### config.mk
export PLATFORM = sky130hd
export DESIGN_NAME = crypto_result_collector_flat
export DESIGN_NICKNAME = d
export VERILOG_FILES = /design/src/rtl/crypto_result_collector_if.sv /design/src/rtl/crypto_result_collector.sv /design/src/flat_wrapper.sv
export SDC_FILE = /design/constraint.sdc
export NUM_CORES = 1
export LEC_CHECK = 0
export CAP_MARGIN = 0
export CORE_MARGIN = 10
export CORE_UTILIZATION = 40
export CTS_CLUSTER_SIZE = 28
export DETAILED_ROUTE_END_ITERATION = 10
export GPL_TIMING_DRIVEN = 0
export PLACE_DENSITY = 0.6
export SYNTH_ARGS = -nofsm -noshare
export SYNTH_HDL_FRONTEND = slang
export SYNTH_SLANG_ARGS = --single-unit
### constraint.sdc
create_clock -name clk -period 3.5 [get_ports clk]
set_clock_uncertainty 0.15 [all_clocks]
set_input_delay 0.525 -clock clk [delete_from_list [all_inputs] [get_ports clk]]
set_output_delay 0.525 -clock clk [all_outputs]
set_load 0.05 [all_outputs]
### src/rtl/crypto_result_collector_if.sv
// Output stream of the crypto result collector: one 32-bit beat per
// handshake, two beats (low word, then high word) per 64-bit result.
interface crypto_result_collector_if;
  logic        m_valid;
  logic        m_ready;
  logic [31:0] m_data;
  logic        m_last;

  // Producer side: the collector drives the beat, the consumer drives ready.
  modport master (
    output m_valid,
    output m_data,
    output m_last,
    input  m_ready
  );

  // Consumer side.
  modport slave (
    input  m_valid,
    input  m_data,
    input  m_last,
    output m_ready
  );
endinterface

### src/rtl/crypto_result_collector.sv
// Drain stage for the 64-bit crypto accelerator. A tag shift register that
// moves with the accelerator enable marks which pipeline slots carry real
// operands; each valid result is captured once into a small FIFO and sent
// out as two 32-bit beats. hold keeps upstream from issuing more operands
// than the FIFO can absorb.
module crypto_result_collector #(
  parameter int PIPE_DEPTH = 9,
  parameter int FIFO_DEPTH = 4
) (
  input  logic                          clk,
  input  logic                          rst_n,
  input  logic                          issue,
  input  logic                          advance,
  input  logic [63:0]                   res_data,
  crypto_result_collector_if.master     out_if,
  output logic                          hold,
  output logic [$clog2(FIFO_DEPTH):0]   count,
  output logic                          overflow
);

  localparam int AW = $clog2(FIFO_DEPTH);
  // Wide enough for count + popcount(tag) without wrapping.
  localparam int SW = $clog2(PIPE_DEPTH + FIFO_DEPTH + 1);

  logic [PIPE_DEPTH-1:0] tag;
  logic                  adv_d;
  logic [63:0]           mem [FIFO_DEPTH];
  logic [AW-1:0]         wr_ptr;
  logic [AW-1:0]         rd_ptr;
  logic                  beat;
  logic [SW-1:0]         inflight;
  logic [63:0]           head;

  logic empty;
  logic full;
  logic capture;
  logic accept;
  logic pop;
  logic wr_en;
  logic drop;
  logic issue_violation;

  assign empty   = (count == '0);
  assign full    = (count == ($clog2(FIFO_DEPTH)+1)'(FIFO_DEPTH));
  // The result for the oldest tag is on res_data only in the cycle that
  // follows an advancing edge, so a stalled result is captured once.
  assign capture = tag[PIPE_DEPTH-1] & adv_d;
  assign accept  = ~empty & out_if.m_ready;
  assign pop     = accept & beat;
  // A pop on the same edge frees the slot the capture needs.
  assign wr_en   = capture & (~full | pop);
  assign drop    = capture & full & ~pop;
  assign issue_violation = issue & advance & hold;

  // Count operands still inside the accelerator.
  always_comb begin
    // NOTE: default first so every path assigns it and no latch is inferred.
    inflight = '0;
    for (int i = 0; i < PIPE_DEPTH; i++) begin
      inflight = inflight + SW'(tag[i]);
    end
  end

  assign hold = (SW'(count) + inflight) >= SW'(FIFO_DEPTH);

  // Tag shift register and registered enable, both moving with the pipeline.
  always_ff @(posedge clk) begin
    // NOTE: non-blocking so every register samples pre-edge values.
    if (!rst_n) begin
      tag   <= '0;
      adv_d <= 1'b0;
    end else begin
      adv_d <= advance;
      if (advance) begin
        tag <= {tag[PIPE_DEPTH-2:0], issue};
      end
    end
  end

  // Result storage.
  // NOTE: no reset on the array; count gates every read, so stale words are
  // never visible and the RAM stays reset-free.
  always_ff @(posedge clk) begin
    if (wr_en) begin
      mem[wr_ptr] <= res_data;
    end
  end

  // FIFO pointers, occupancy, beat pointer and sticky error.
  always_ff @(posedge clk) begin
    if (!rst_n) begin
      wr_ptr   <= '0;
      rd_ptr   <= '0;
      beat     <= 1'b0;
      count    <= '0;
      overflow <= 1'b0;
    end else begin
      if (wr_en) begin
        wr_ptr <= wr_ptr + 1'b1;
      end
      if (pop) begin
        rd_ptr <= rd_ptr + 1'b1;
      end
      if (accept) begin
        beat <= ~beat;
      end
      case ({wr_en, pop})
        2'b10:   count <= count + 1'b1;
        2'b01:   count <= count - 1'b1;
        default: count <= count;
      endcase
      if (drop || issue_violation) begin
        overflow <= 1'b1;
      end
    end
  end

  // Beat framing: low word first, high word marked last; zero when empty.
  always_comb begin
    head           = mem[rd_ptr];
    out_if.m_valid = ~empty;
    out_if.m_last  = ~empty & beat;
    out_if.m_data  = '0;
    if (!empty) begin
      out_if.m_data = beat ? head[63:32] : head[31:0];
    end
  end

endmodule

### src/flat_wrapper.sv
// flat-port wrapper written by rule: the top's interface ports become plain ports
module crypto_result_collector_flat 
#(
  parameter int PIPE_DEPTH = 9,
  parameter int FIFO_DEPTH = 4
)
  (clk, rst_n, issue, advance, res_data, hold, count, overflow, out_if_m_valid, out_if_m_data, out_if_m_last, out_if_m_ready);
  crypto_result_collector_if out_if_i ();
  input  logic clk;
  input  logic rst_n;
  input  logic issue;
  input  logic advance;
  input  logic [63:0] res_data;
  output logic hold;
  output logic [$clog2(FIFO_DEPTH):0] count;
  output logic overflow;
  output wire logic [$bits(out_if_i.m_valid)-1:0] out_if_m_valid;
  output wire logic [$bits(out_if_i.m_data)-1:0] out_if_m_data;
  output wire logic [$bits(out_if_i.m_last)-1:0] out_if_m_last;
  input wire logic [$bits(out_if_i.m_ready)-1:0] out_if_m_ready;
  assign out_if_m_valid = out_if_i.m_valid;
  assign out_if_m_data = out_if_i.m_data;
  assign out_if_m_last = out_if_i.m_last;
  assign out_if_i.m_ready = out_if_m_ready;
  crypto_result_collector #(.PIPE_DEPTH(PIPE_DEPTH), .FIFO_DEPTH(FIFO_DEPTH)) u_core (.clk(clk), .rst_n(rst_n), .issue(issue), .advance(advance), .res_data(res_data), .out_if(out_if_i), .hold(hold), .count(count), .overflow(overflow));
endmodule
==> metrics.txt, run 1 <==
Worst-Margin Slew 591 ps; syn_nets 615; CTS tree yes; Internal 5.39 mW; Initial DRT Pass Iterations 4; Reg power frac 54.5%; yosys warns 0; switching share of power 18.8%; first-pass GRT wire length 33.7 mm; CTS HTree Levels 1; failing checks setup timing; Die Wd 185 um; Synth async-reset ratio 0%; Longest Clk Path Bufs 3; Mapped Cells 529; worst-path maximum fanout 3; GPL Wtd Cong 0.733; die area 34,300 um^2; initial core utilization 40.6%; setup slack after layout -875 ps; Max VDD drop 0.000306 V; filler instances 2,188; Die Y 185 um; Avg Inst Size Synth 20.6 um^2; static leakage 4.70 nW; gr usage total 12.9%; Power per Cell Area 488 nW/um^2; row count 60; Setup crit start kind flip-flop; # DRC 0; DR WL/cell 21.0 um; CTS root buf clkbuf_16; Detailed Route WL 21.9 mm; CTS sink count 277; Final period util 125%; Tightest Hold Check Type reg2reg; status finished, violations left; Final HPWL DP 14.1 mm; Net Sw Power 1.25 mW; Critical Path AT 3700 ps; Reg clk slew, reported paths 60 ps; Slew HR 60.4%; CP Class reg2out; endpoints failing setup 2; Post-Syn Area 10,900 um^2; Clk pwr share 43.6%; final hold violations 0; fin cells 1,042; fin crit period 4370 ps; CTS Buf Count 29; vias in the first global route 5,893; Yosys reg bits 277; Seq/Total Area, Yosys 74.3%; drt initial violations 318; Via density 5.08; RSZ-0062 raised after global routing true; Layout area overhead 24.5%; clk_lat worst skew 540 ps; dpl cells 981; Hold Buf Count CTS 0; routed vias 5,292; combinational share of power 1.9%; # Max-Cap Violations 0; CORE AREA 26,900 um^2; worst hold slack 387 ps; final-report max-slew violation count 0; ys flop type edfxtp_1; EDFF count, synth 256; FMAX 229 MHz; design area 13,600 um^2; share of layout cells above drive strength 1 22.0%; Post-DRT Antenna Nets 0; Distinct cells, synth 32; initial antenna violation count 1; Required @ worst endpoint 2820 ps; Port Buffers 107; Register Area 8110 um^2; Worst Setup End Kind output pin; largest net degree at the start of global routing 44; multi-input logic area 2580 um^2; dpl cell area 12,500 um^2; total congestion overflow 0; nets@finish 764; Boundary Pins 108
==> cells in the final DEF (no fill, tap or decap), types with 16 or more instances in the layout <==
cell type          n
clkbuf_16         29
clkdlybuf4s50_1   74
dfxtp_1           19
dlygate4sd2_1     16
dlymetal6s2s_1    16
edfxtp_1         256
inv_1             20
mux2i_1           42
mux4_2            63
nor2_1            53
==> registers in the layout, summed over array words and instances (netlist names), named ones only <==
| signal | cells |
|---|---|
| u_core.count | 3 |
| u_core.mem | 256 |
| u_core.tag | 9 |
| u_core.overflow | 1 |
| u_core.rd_ptr | 2 |
| u_core.beat | 1 |
| u_core.wr_ptr | 2 |
| u_core.adv_d | 1 |
==> power groups by stage <==
stage                     Combinational (mW)  Sequential, mW  Clock [mW]
after floorplan                       0.0143            3.69           0
after global placement                 0.118            3.68           0
after detailed placement               0.127            3.68           0
after CTS                              0.127            3.61        2.96
after global routing                   0.139            3.61        3.10
final                                  0.128            3.61        2.89
==> logic make-up after synthesis <==
logic type	synth area share (%)
muxes	17.2
xor gates and xnor gates	0.562
adders and majority gates	2.29
buffers and inverters	2.53
DFF	74.3
AOI/OAI and AO/OA	0.504
and+or+nand+nor	2.65
==> final cells by class <==
type	count	share of cell area [%]
antenna	1	0.0184
buffer	23	1.45
clock buffer	35	5.65
clock inverter	18	1.04
inverter	22	0.608
multi-input combinational	207	19.0
sequential	277	59.7
tap	341	3.14
timing repair buffer	118	9.40
==> synth_stat cells (all sizes together) (2+ instances only) <==
library cell | instances | area share (%)
edfxtp | 256 | 70
mux4 | 64 | 13
nor2 | 53 | 1.8
mux2i | 43 | 3.9
dfxtp | 21 | 3.9
inv | 21 | 0.72
buf | 18 | 1.6
ha | 12 | 1.4
and2 | 6 | 0.34
clkbuf | 5 | 0.18
fa | 5 | 0.92
xor2 | 4 | 0.32
a21oi | 3 | 0.14
nand2 | 3 | 0.10
xnor2 | 3 | 0.24
a31oi | 2 | 0.17
and3 | 2 | 0.11
==> stage by stage <==
step	setup TNS, ps	setup slack, ps	power (mW)	util (%)
final	-1310	-875	6.64	50.6
after global routing	-1580	-1000	6.85	50.6
after CTS	-1010	-979	6.71	50.1
after detailed placement	-1050	-1050	3.81	46.7
after global placement	-372430	-1460	3.80	46.2
after floorplan	-290	-290	3.70	-
==> critical path, stage by stage (launching register included) <==
cell	delay, ps
dfxtp_2	350
ha_4	260
inv_1	40
fa_1	510
fa_1	430
fa_1	510
inv_2	50
ha_4	200
a21o_1	180
a21oi_2	190
mux2i_4	270
buf_6	180
==> timing repair <==
action                                 CTS  global route
endpoints found under the hold margin    0             0
setup endpoints to repair               33            18
setup buffers                            1             6
pin swaps                                1             1
gates resized for setup                 27            26
==> metal layers <==
metal	global-route usage, %	vias to the layer above	wire (um)
met5	0	-	0
met4	2.99	0	433
met3	3.21	35	1130
met2	22.7	117	11200
met1	15.6	2730	9140
li1	-	2410	-
==> path summary, 6_finish.rpt <==
path	startpoint	endpoint	slack (ps)	cells after the start
worst max-delay path	u_core.tag[1]	hold	-870	11
worst min-delay path	u_core.tag[2]	u_core.tag[2]	390	2
worst max register to register	u_core.tag[1]	u_core.overflow	-430	18
worst min register to register	u_core.tag[2]	u_core.tag[2]	390	2
No activity file was read; power rests on OpenSTA's default activity.
==> inputs of run 2 (changes only) <==
--- a/config.mk
+++ b/config.mk
@@ -6,12 +6,11 @@
 export NUM_CORES = 1
 export LEC_CHECK = 0
 export CAP_MARGIN = 0
-export CORE_MARGIN = 10
-export CORE_UTILIZATION = 40
+export CORE_UTILIZATION = 34
 export CTS_CLUSTER_SIZE = 28
 export DETAILED_ROUTE_END_ITERATION = 10
 export GPL_TIMING_DRIVEN = 0
-export PLACE_DENSITY = 0.6
+export PLACE_DENSITY = 0.52
 export SYNTH_ARGS = -nofsm -noshare
 export SYNTH_HDL_FRONTEND = slang
 export SYNTH_SLANG_ARGS = --single-unit
==> run 2 against run 1 <==
Against the previous run: the flow still finishes with violations (setup timing); highest routed layer is now met5; critical endpoint unchanged; largest cell class unchanged; via count shrank 0.59%; sequential share of layout area is 0.077 points lower; combinational power barely moved; sequential cell count stayed put; power fell by 0.69%; largest power group unchanged; utilization is 7.4 points lower.
==> metrics.txt, run 2 (same netlist as run 1, synthesis figures left out) <==
status finished, violations left; failing checks setup timing; static leakage 4.73 nW (+0.58%); most frequent cells in the layout edfxtp_1 (256), clkdlybuf4s50_1 (74), mux4_2 (63), nor2_1 (53), mux2i_1 (42); gr usage total 13.7% (+0.75 points); dpl cells 1,042 (+6.2%); Detailed Route WL 21.9 mm (about the same); CP max stage delay 500 ps (about the same); Reg power frac 54.8% (+0.3 points); share of layout cells above drive strength 1 20.8% (-1.2 points); Final period util 125% (about the same); combinational share of power 1.9% (about the same); total congestion overflow 0 (unchanged); biggest regs u_core.mem (256), u_core.tag (9), u_core.count (3); endpoints failing setup 2 (unchanged); # DRC 0 (unchanged); Setup crit start kind flip-flop; RSZ-0062 raised after global routing true; Hold Buf Count CTS 0 (unchanged); cell repeated most along the worst path fa_1; Max VDD drop 0.000513 V (+68%); fin crit period 4370 ps (-0.0660 ps); register with the most flip-flops u_core.mem; Net Sw Power 1.25 mW (about the same); drt initial violations 246 (-23%); GPL Wtd Cong 0.728 (-0.75%); CTS HTree Levels 1 (unchanged); Tightest Hold Check Type reg2reg; clk_lat worst skew 530 ps (about the same); setup slack after layout -875 ps (+0.0660 ps); CTS tree yes; CTS sink count 277 (unchanged); max reg flops 256 (unchanged); routed vias 5,261 (-0.59%); die area 32,800 um^2 (-4.3%); switching share of power 18.9% (+0.12 points); CTS Buf Count 29 (unchanged); nets@finish 759 (-0.65%); Critical-path top delay cell fa_1; CTS root buf clkbuf_16; Worst-Margin Slew 551 ps (-40.0 ps); Final HPWL DP 13.5 mm (-4.4%); Port Buffers 107 (unchanged); Critical Path, Cell by Cell ha_4 -> inv_2 -> fa_1 -> fa_1 -> fa_1 -> inv_1 -> ha_1 -> a21o_1 -> a21oi_4 -> mux2i_4 -> buf_6; most common cell after layout, fill and taps aside edfxtp_1; # diodes 0 (-1); Initial DRT Pass Iterations 4 (unchanged); worst-path maximum fanout 3 (unchanged); Worst Path Buf+Inv 3 (unchanged); Reg clk slew, reported paths 60 ps (about the same); Required @ worst endpoint 2820 ps (about the same); fin cells 1,098 (+5.4%); Slew HR 63.2% (+2.8 points); Critical Path AT 3700 ps (about the same); initial antenna violation count 1 (unchanged); CP Class reg2out; Worst Setup End Kind output pin; Boundary Pins 108 (unchanged); row count 65 (+8.3%); Post-DRT Antenna Nets 0 (unchanged); Internal 5.35 mW (-0.84%); # Max-Cap Violations 0 (unchanged); Via density 4.79 (-5.7%); Final Power 6.59 mW (-0.69%); Power per Cell Area 484 nW/um^2 (-0.82%); Longest Clk Path Bufs 3 (unchanged); FMAX 229 MHz (about the same); final hold violations 0 (unchanged); Clk pwr share 43.3% (-0.3 points); final-report max-slew violation count 0 (unchanged); Die Y 181 um (-2.2%); Layout area overhead 24.7%; largest net degree at the start of global routing 39 (-11%); initial core utilization 34.6% (-6.0 points); CP top delay family adder cells; Die Wd 181 um (-2.2%); first-pass GRT wire length 33.9 mm (+0.68%); DR WL/cell 20.0 um (-5.2%); vias in the first global route 5,867 (-0.44%); CORE AREA 31,600 um^2 (+17%)
[run 2: cell types whose count changed in the layout (fill, tap and decap cells not counted), sizes merged]
cell          change
buf               -5
clkinvlp          +2
clkinv            +2
dlygate4sd2       -5
clkbuf            -2
dlymetal6s2s      +5
inv               -1
diode             -1
[run 2: timing repair]
action                     CTS  global route
gates resized for setup     26            22
buffers inserted             1             1
setup endpoints to repair   33            23
[run 2: cell type report]
class,count,area [um^2]
buffer,23,198
clock buffer,33,741
clock inverter,21,153
fill,2782,17900
inverter,22,82.6
multi-input combinational,207,2580
sequential,277,8110
tap,402,503
timing repair buffer,113,1240
[run 2: power groups by stage]
stage / logic [mW] / registers [mW] / clock network (mW)
floorplan: 0.0143 / 3.69 / 0
global placement: 0.116 / 3.68 / 0
detailed placement: 0.124 / 3.68 / 0
CTS: 0.126 / 3.61 / 2.93
global route: 0.136 / 3.61 / 3.05
finish: 0.125 / 3.61 / 2.85
[run 2: stage by stage]
step                instance area [um^2]  TNS (ps)  hold slack [ps]  utilization (%)  setup slack, ps
global placement                   12500   -399280              357             39.6            -1570
floorplan                          10900      -290              333                -             -290
CTS                                13500      -926              375             42.9             -926
finish                             13600      -903              371             43.1             -875
detailed placement                 12600     -1050              361             40.0            -1050
global route                       13600     -1160              410             43.1            -1010
[run 2: final timing paths]
| check | from | to | slack (ps) | cells past startpoint |
|---|---|---|---|---|
| max | u_core.tag[1] | hold | -870 | 11 |
| min | u_core.tag[7] | u_core.tag[7] | 370 | 2 |
| max reg2reg | u_core.tag[1] | u_core.overflow | -30 | 13 |
| min reg2reg | u_core.tag[7] | u_core.tag[7] | 370 | 2 |
[run 2: tightest hold or removal path, delay by kind of cell, from the launching register on]
| family | cells | cell delay (ps) |
|---|---|---|
| DFF | 1 | 350 |
| muxes | 1 | 70 |
| and+or+nand+nor | 1 | 70 |
[run 2: metal layers]
layer  global-route usage [%]  up-vias  routed length, um
li1                         -     2396                  -
met5                        0        -                 11
met4                     2.88        2                301
met3                     3.08       29               1120
met1                     17.2     2725               9430
met2                     24.0      109              11100
==> inputs of run 3 (changes only) <==
--- a/config.mk
+++ b/config.mk
@@ -10,7 +10,9 @@
 export CTS_CLUSTER_SIZE = 28
 export DETAILED_ROUTE_END_ITERATION = 10
 export GPL_TIMING_DRIVEN = 0
+export HOLD_SLACK_MARGIN = 0.05
 export PLACE_DENSITY = 0.52
+export REMOVE_ABC_BUFFERS = 1
 export SYNTH_ARGS = -nofsm -noshare
 export SYNTH_HDL_FRONTEND = slang
 export SYNTH_SLANG_ARGS = --single-unit
==> run 3 against run 2 <==
Against the previous run: the flow still finishes with violations (setup timing); maximum frequency fell by 0.97%; global-route usage fell by 0.25 points; first-iteration DRC count fell by 18%; non-clock buffer count fell by 11; via count fell by 0.40%; die area did not move; critical path type unchanged; critical endpoint unchanged; largest cell class unchanged.
==> metrics.txt, run 3 (same netlist as run 1, synthesis figures left out) <==
first-pass GRT wire length 33.5 mm (-1.3%); Port Buffers 107 (unchanged); final-report max-slew violation count 0 (unchanged); CP max stage delay 530 ps (+30 ps); die area 32,800 um^2 (unchanged); worst hold slack 370 ps (-0.897 ps); Die Y 181 um (unchanged); GPL Wtd Cong 0.717 (-1.4%); initial antenna violation count 0 (-1); endpoints failing setup 1 (-1); fin crit period 4420 ps (+42.8 ps); dpl cells 1,023 (-1.8%); Critical-path top delay cell fa_1; Post-DRT Antenna Nets 0 (unchanged); Slew HR 43.8% (-19 points); Detailed Route WL 21.2 mm (-3.3%); Critical Path, Cell by Cell ha_4 -> inv_2 -> fa_1 -> fa_1 -> fa_1 -> inv_1 -> ha_1 -> a21o_1 -> a21oi_2 -> mux2i_2 -> buf_6; Tightest Hold Check Type reg2reg; Final HPWL DP 12.0 mm (-11%); Fin Setup TNS -918 ps (-14.7 ps); largest net degree at the start of global routing 37 (-5.1%); Setup crit start kind flip-flop; max reg flops 256 (unchanged); Reg clk slew, reported paths 50 ps (about the same); nets@finish 749 (-1.3%); CORE AREA 31,600 um^2 (unchanged); # Max-Cap Violations 0 (unchanged); Layout area overhead 24.4%; setup slack after layout -918 ps (-42.8 ps); most frequent cells in the layout edfxtp_1 (256), clkdlybuf4s50_1 (97), mux4_2 (63), nor2_1 (53), mux2i_1 (42); Worst Setup End Kind output pin; DR WL/cell 19.5 um (-2.3%); vias in the first global route 5,887 (+0.34%); Final Power 6.54 mW (-0.80%); Final period util 126% (+1.2 points); Max VDD drop 0.000407 V (-21%); pre-CTS setup slack -1140 ps (-88.7 ps); CTS tree yes; gr usage total 13.4% (-0.25 points); initial core utilization 34.6% (unchanged); most common cell after layout, fill and taps aside edfxtp_1; Initial DRT Pass Iterations 4 (unchanged); drt initial violations 202 (-18%); total congestion overflow 0 (unchanged); Die Wd 181 um (unchanged); Required @ worst endpoint 2820 ps (about the same); final hold violations 0 (unchanged); clk_lat worst skew 540 ps (about the same); Worst R2R Setup Slack 30 ps (+60 ps); CTS root buf clkbuf_16; failing checks setup timing; fin cells 1,087 (-1.0%); CTS Buf Count 30 (+3.4%); Via density 4.82 (+0.61%); Longest Clk Path Bufs 3 (unchanged); register with the most flip-flops u_core.mem; CP Class reg2out; Hold Buf Count CTS 0 (unchanged); RSZ-0062 raised after global routing true; share of layout cells above drive strength 1 20.0% (-0.83 points); status finished, violations left; CTS sink count 277 (unchanged); cell repeated most along the worst path fa_1; Boundary Pins 108 (unchanged); Worst-Margin Slew 844 ps (+293 ps); Critical Path AT 3740 ps (+40 ps); # diodes 0 (unchanged); routed vias 5,240 (-0.40%); row count 65 (unchanged); FMAX 226 MHz (-0.97%); static leakage 4.39 nW (-7.3%); # DRC 0 (unchanged); Power per Cell Area 482 nW/um^2 (-0.56%); worst-path maximum fanout 2 (-1); biggest regs u_core.mem (256), u_core.tag (9), u_core.count (3); CTS HTree Levels 1 (unchanged)
[run 3: timing repair]
action	CTS	global route
pin swaps	7	1
buffers inserted	14	0
setup endpoints to repair	35	10
gates resized for setup	16	10
[run 3: stage by stage]
step	area, um^2	utilization [%]
after floorplan	10700	-
after global routing	13600	43.0
after global placement	12300	39.0
after detailed placement	12500	39.7
after CTS	13600	43.0
final	13600	43.0
[run 3: worst paths after layout]
kind                                       from               to  depth (start not counted)
worst min-delay path            u_core.overflow  u_core.overflow                          2
worst max-delay path              u_core.tag[0]             hold                         11
worst max register to register    u_core.tag[0]  u_core.overflow                         12
worst min register to register  u_core.overflow  u_core.overflow                          2
[run 3: metal layers]
| metal | vias to the layer above | global-route usage, % | part of all wire [%] |
|---|---|---|---|
| li1 | 2368 | - | - |
| met1 | 2717 | 17.1 | 43 |
| met2 | 121 | 22.9 | 49 |
| met3 | 34 | 3.31 | 5.8 |
| met4 | 0 | 3.25 | 1.9 |
| met5 | - | 0 | 0 |
[run 3: cell type report]
cell class / instances / area, um^2
clock inverter: 16 / 104
sequential: 277 / 8120
fill: 2800 / 18000
multi-input combinational: 207 / 2570
inverter: 22 / 82.6
tap: 402 / 503
clock buffer: 38 / 781
timing repair buffer: 125 / 1410
[run 3: critical path: cells and delay by family, from the launching register on]
family / cells / cell delay [ps]
fa+ha+maj: 5 / 1990
buf+inv: 3 / 260
flops: 1 / 330
compound gates: 2 / 330
mux: 1 / 280
[run 3: power by group]
group / total (mW) / switching (mW) / leakage [nW] / internal [mW]
combinational: 0.126 / 0.0502 / 1.49 / 0.0762
clock: 2.80 / 1.23 / 0.422 / 1.57
sequential: 3.61 / 0.00177 / 2.47 / 3.61
total: 6.54 / 1.28 / 4.39 / 5.26
